<file path="config.mk">
export PLATFORM = sky130hd
export DESIGN_NAME = cbus_arbiter
export DESIGN_NICKNAME = d
export VERILOG_FILES = /design/src/rtl/cbus_arbiter.sv
export SDC_FILE = /design/constraint.sdc
export NUM_CORES = 1
export LEC_CHECK = 0
export ABC_AREA = 1
export CAP_MARGIN = 30
export CORE_AREA = 2 2 252 254
export CTS_CLUSTER_SIZE = 14
export DETAILED_ROUTE_END_ITERATION = 8
export DIE_AREA = 0 0 254 256
export DONT_BUFFER_PORTS = 1
export SYNTH_ARGS = -nofsm -noshare
export SYNTH_HDL_FRONTEND = slang
export SYNTH_SLANG_ARGS = --single-unit
</file>
<file path="constraint.sdc">
create_clock -name clk -period 2.1 [get_ports clk]
set_input_delay 0.63 -clock clk [delete_from_list [all_inputs] [get_ports clk]]
set_output_delay 0.63 -clock clk [all_outputs]
set_load 0.01 [all_outputs]
</file>
<file path="src/rtl/cbus_arbiter.sv">
// Round-robin arbiter that multiplexes NUM_REQ upstream CBus requesters onto one
// downstream slave, holding ownership from grant until the slave signals last.
module cbus_arbiter #(
    parameter int NUM_REQ = 2,
    // Request layout, MSB..LSB: valid, is_write, size[2:0], addr[63:0],
    // strobe[7:0], data[63:0], len[7:0], burst[1:0].
    localparam int REQ_W  = 151,
    // Response layout, MSB..LSB: ready, last, data[63:0].
    localparam int RESP_W = 66,
    localparam int PTR_W  = $clog2(NUM_REQ)
) (
    input  logic                      clk,
    input  logic                      reset,
    input  logic [NUM_REQ*REQ_W-1:0]  ireqs,
    output logic [NUM_REQ*RESP_W-1:0] iresps,
    output logic [REQ_W-1:0]          oreq,
    input  logic [RESP_W-1:0]         oresp
);

    localparam int VALID_BIT = REQ_W - 1;
    localparam int LEN_LSB   = 2;
    localparam int READY_BIT = RESP_W - 1;
    localparam int LAST_BIT  = RESP_W - 2;

    typedef enum logic {
        IDLE,
        BUSY
    } state_t;

    state_t            state_q, state_d;
    logic [PTR_W-1:0]  ptr_q, ptr_d;
    logic [PTR_W-1:0]  owner_q, owner_d;
    logic [15:0]       busyCycles_q, busyCycles_d;

    logic              grantValid;
    logic [PTR_W-1:0]  grantIdx;
    logic [PTR_W-1:0]  ownerNext;
    logic              done;

    // First valid requester at or after ptr, wrapping around.
    always_comb begin
        grantValid = 1'b0;
        grantIdx   = '0;
        for (int k = 0; k < NUM_REQ; k++) begin
            if (!grantValid && ireqs[((int'(ptr_q) + k) % NUM_REQ) * REQ_W + VALID_BIT]) begin
                grantValid = 1'b1;
                grantIdx   = PTR_W'((int'(ptr_q) + k) % NUM_REQ);
            end
        end
    end

    assign ownerNext = (owner_q == PTR_W'(NUM_REQ - 1)) ? '0 : owner_q + 1'b1;
    assign done      = (state_q == BUSY) && oresp[READY_BIT] && oresp[LAST_BIT];

    always_comb begin
        state_d      = state_q;
        ptr_d        = ptr_q;
        owner_d      = owner_q;
        busyCycles_d = busyCycles_q;
        case (state_q)
            IDLE: begin
                if (grantValid) begin
                    state_d      = BUSY;
                    owner_d      = grantIdx;
                    busyCycles_d = '0;
                end
            end
            BUSY: begin
                if (busyCycles_q != 16'hFFFF) begin
                    busyCycles_d = busyCycles_q + 16'd1;
                end
                if (done) begin
                    state_d = IDLE;
                    ptr_d   = ownerNext;
                end
            end
            default: state_d = IDLE;
        endcase
    end

    always_ff @(posedge clk) begin
        if (reset) begin
            state_q      <= IDLE;
            ptr_q        <= '0;
            owner_q      <= '0;
            busyCycles_q <= '0;
        end else begin
            state_q      <= state_d;
            ptr_q        <= ptr_d;
            owner_q      <= owner_d;
            busyCycles_q <= busyCycles_d;
        end
    end

    // Request and response paths are kept in separate blocks so the slave may
    // answer combinationally without forming an apparent loop.
    always_comb begin
        oreq = '0;
        if (state_q == BUSY) begin
            oreq = ireqs[int'(owner_q) * REQ_W +: REQ_W];
        end
    end

    always_comb begin
        iresps = '0;
        if (state_q == BUSY) begin
            for (int j = 0; j < NUM_REQ; j++) begin
                if (owner_q == PTR_W'(j)) begin
                    iresps[j * RESP_W +: RESP_W] = oresp;
                end
            end
        end
    end

    // A hung slave shows up as a transaction far longer than its burst length.
    always_ff @(posedge clk) begin
        if (!reset && state_q == BUSY) begin
            assert (busyCycles_q <= 16'd256 + {8'd0, oreq[LEN_LSB +: 8]});
        end
    end

endmodule

</file>
==> results of run 1 <==
## cells in the mapped netlist
cell type	count	area, um^2
a21oi_1	2	10.0
buf_1	10	37.5
buf_2	26	130
buf_4	3	22.5
clkbuf_1	25	93.8
dfxtp_1	3	60.1
inv_1	69	259
inv_2	2	7.51
nand2_1	309	1160
nand3_1	154	771
nor2_1	134	503
nor2_4	1	11.3
## report_power, final
part           leakage [uW]  internal, uW  switching, uW
combinational       0.00293           583            980
clock             0.0000382           251           52.0
sequential        0.0000259          60.6           5.44
total               0.00299           894           1040
## cells by family (layout without fill, tap and decap cells)
| group | Yosys count | in the layout | synth area share |
|---|---|---|---|
| and+or+nand+nor | 598 | 598 | 0.798 |
| DFF | 3 | 3 | 0.0196 |
| AOI/OAI and AO/OA | 2 | 2 | 0.00327 |
| buffers and inverters | 135 | 202 | 0.180 |
| other | 0 | 5 | 0 |
## sequential cells by signal, indices dropped and copies added, names as in the netlist
signal	flops
owner_q	1
ptr_q	1
state_q	1
## layer usage
layer | vias to the layer above | track usage
li1 | 2382 | -
met1 | 2555 | 0.0832
met2 | 529 | 0.153
met3 | 96 | 0.0343
met4 | 16 | 0.0351
met5 | - | 0
## timing repair
item,in CTS,in global routing
cloned,1,16
gates resized for setup,46,169
pin swaps,1,26
hold endpoints to repair,0,0
endpoints found under the setup margin,29,158
setup buffers,2,2
## path summary, 6_finish.rpt
| kind | slack [ns] | end |
|---|---|---|
| worst max-delay path | 0.005 | oreq[89] |
| worst min-delay path | 0.46 | ptr_q$_SDFFE_PP0P_ |
| worst max register to register | 0.87 | owner_q$_SDFFE_PP0P_ |
| worst min register to register | 0.46 | ptr_q$_SDFFE_PP0P_ |
## metrics by stage
step / area [um^2] / util
after floorplan: 3070 / -
after global placement: 5000 / 0.0801
after detailed placement: 5000 / 0.0801
after CTS: 5270 / 0.0844
after global routing: 6200 / 0.0994
final: 6200 / 0.0994
## worst max-delay path: stages (launching register included)
cell,delay [ns]
dfxtp_4,0.39
buf_4,0.14
buf_12,0.20
nand3_4,0.20
nand2_2,0.14
buf_12,0.12
## cell type report
cell class / count / area share
Multi-Input combinational cell: 600 / 0.491
Timing Repair Buffer: 127 / 0.269
Tap cell: 846 / 0.171
Inverter: 71 / 0.0438
Clock buffer: 4 / 0.0127
Sequential cell: 3 / 0.0109
Antenna cell: 5 / 0.00202
==> flow_summary.toml, run 1 <==
[cells_and_area]
multi_input_area_um2 = 3050
layout.cells.most_common = "nand2_1"
nets = 1176
fillers = 7319
regArea_um2 = 67.6
drive_gt1_frac = 0.366
syn_to_final_growth_pct = 102
layout.cells.most_common_list = "nand2_1, nand3_1, nor2_1"
final_cells = 1656

[clock_tree]
cts_tree = "built"
insertion_delay_ns = 0.22
h-tree-depth = 1
cts_root_buf = "clkbuf_16"
cts_inserted_buffers = 3
ctsLongestPathBuffers = 2
cts.clk_slew.worst_paths_ns = 0.03
cts_hold_buf = 0
cts_sinks = 3

[synth]
syn_avg_cell_area_um2 = 4.15
ys_ff_latch = 3
yosysWarnings = 0
syn_inst = 738
ys_seq_area_frac = 0.0196
ys_types = 12
synth_area_um2 = 3070
syn_nets = 1108

[timing]
max_slew_margin = 0.777
fin_setup_tns_ns = 0
rsz0062_at_grt = "yes"
timing.hold.ws_ns = 0.459
final.setup.worst_slack_ns = 0.00492
fmax_mhz = 477
setup_viol = 0
fin_skew_ns = 0.00174
finalHoldViolCount = 0
tightest_slew_ns = 0.334
min_period_ns = 2.10
final_max_slew_viol_count = 0
period_share = 0.998

[drt]
initialDrtViolationCount = 374
wirelength_met1_um = 12100
wl_met3_um = 4180
via_count = 5578
drc = 0
first_pass_iters = 5
wl_met2_um = 17700
top_layer = "met5"
wl_um = 35700
routedWlPerCell_um = 21.6
postRouteAntennaNets = 0
viasPerCell = 3.37

[grt]
antenna_found_initial = 16
grt_pass1_vias = 4451
grt_overflow = 0
grt_pass1_wl_um = 36900
grt_max_degree = 99
grt.total_usage = 0.0840

[job]
maxCapViolCount = 0

[placed_design]
placed_cells = 1626
dp_slack_ns = -0.0750
dpl.hpwl_um = 26700
gp_congestion = 1.00
portBuffers = 0

[power]
power_leakage_uw = 0.00299
irDropWorstVdd_mv = 0.178
totalPowerFinal_uw = 1930
power.density_nw_per_um2 = 311

[worst_setup_path]
crit_type = "reg -> out"
regToRegStartpoint = "owner_q$_SDFFE_PP0P_"
worstPathMaxFanout = 54
worstSetupEndpointType = "output pin"
cp-startpoint = "owner_q$_SDFFE_PP0P_"
start_kind = "register"
required_ns = 1.47
r2r_cells = 6
crit_arrival_ns = 1.47

[floorplanning]
start_util = 0.0491
die_h_um = 256
rows = 92
die_x_um = 254
die_area_um2 = 65000
core-area_um2 = 62400
pin_count = 653

[min_path]
hold_start = "ptr_q$_SDFFE_PP0P_"
holdPathStages = 2
hold_path_class = "reg -> reg"

[status]
status = "finished clean"
Note: power is estimated with default switching activity, not from simulation.
==> run 2, diff against run 1 <==
--- a/config.mk
+++ b/config.mk
@@ -12,6 +12,7 @@
 export DETAILED_ROUTE_END_ITERATION = 8
 export DIE_AREA = 0 0 254 256
 export DONT_BUFFER_PORTS = 1
+export GPL_ROUTABILITY_DRIVEN = 0
 export SYNTH_ARGS = -nofsm -noshare
 export SYNTH_HDL_FRONTEND = slang
 export SYNTH_SLANG_ARGS = --single-unit
==> results of run 2 <==
Same layout as run 1: the final DEF is identical, and so are final timing and power.
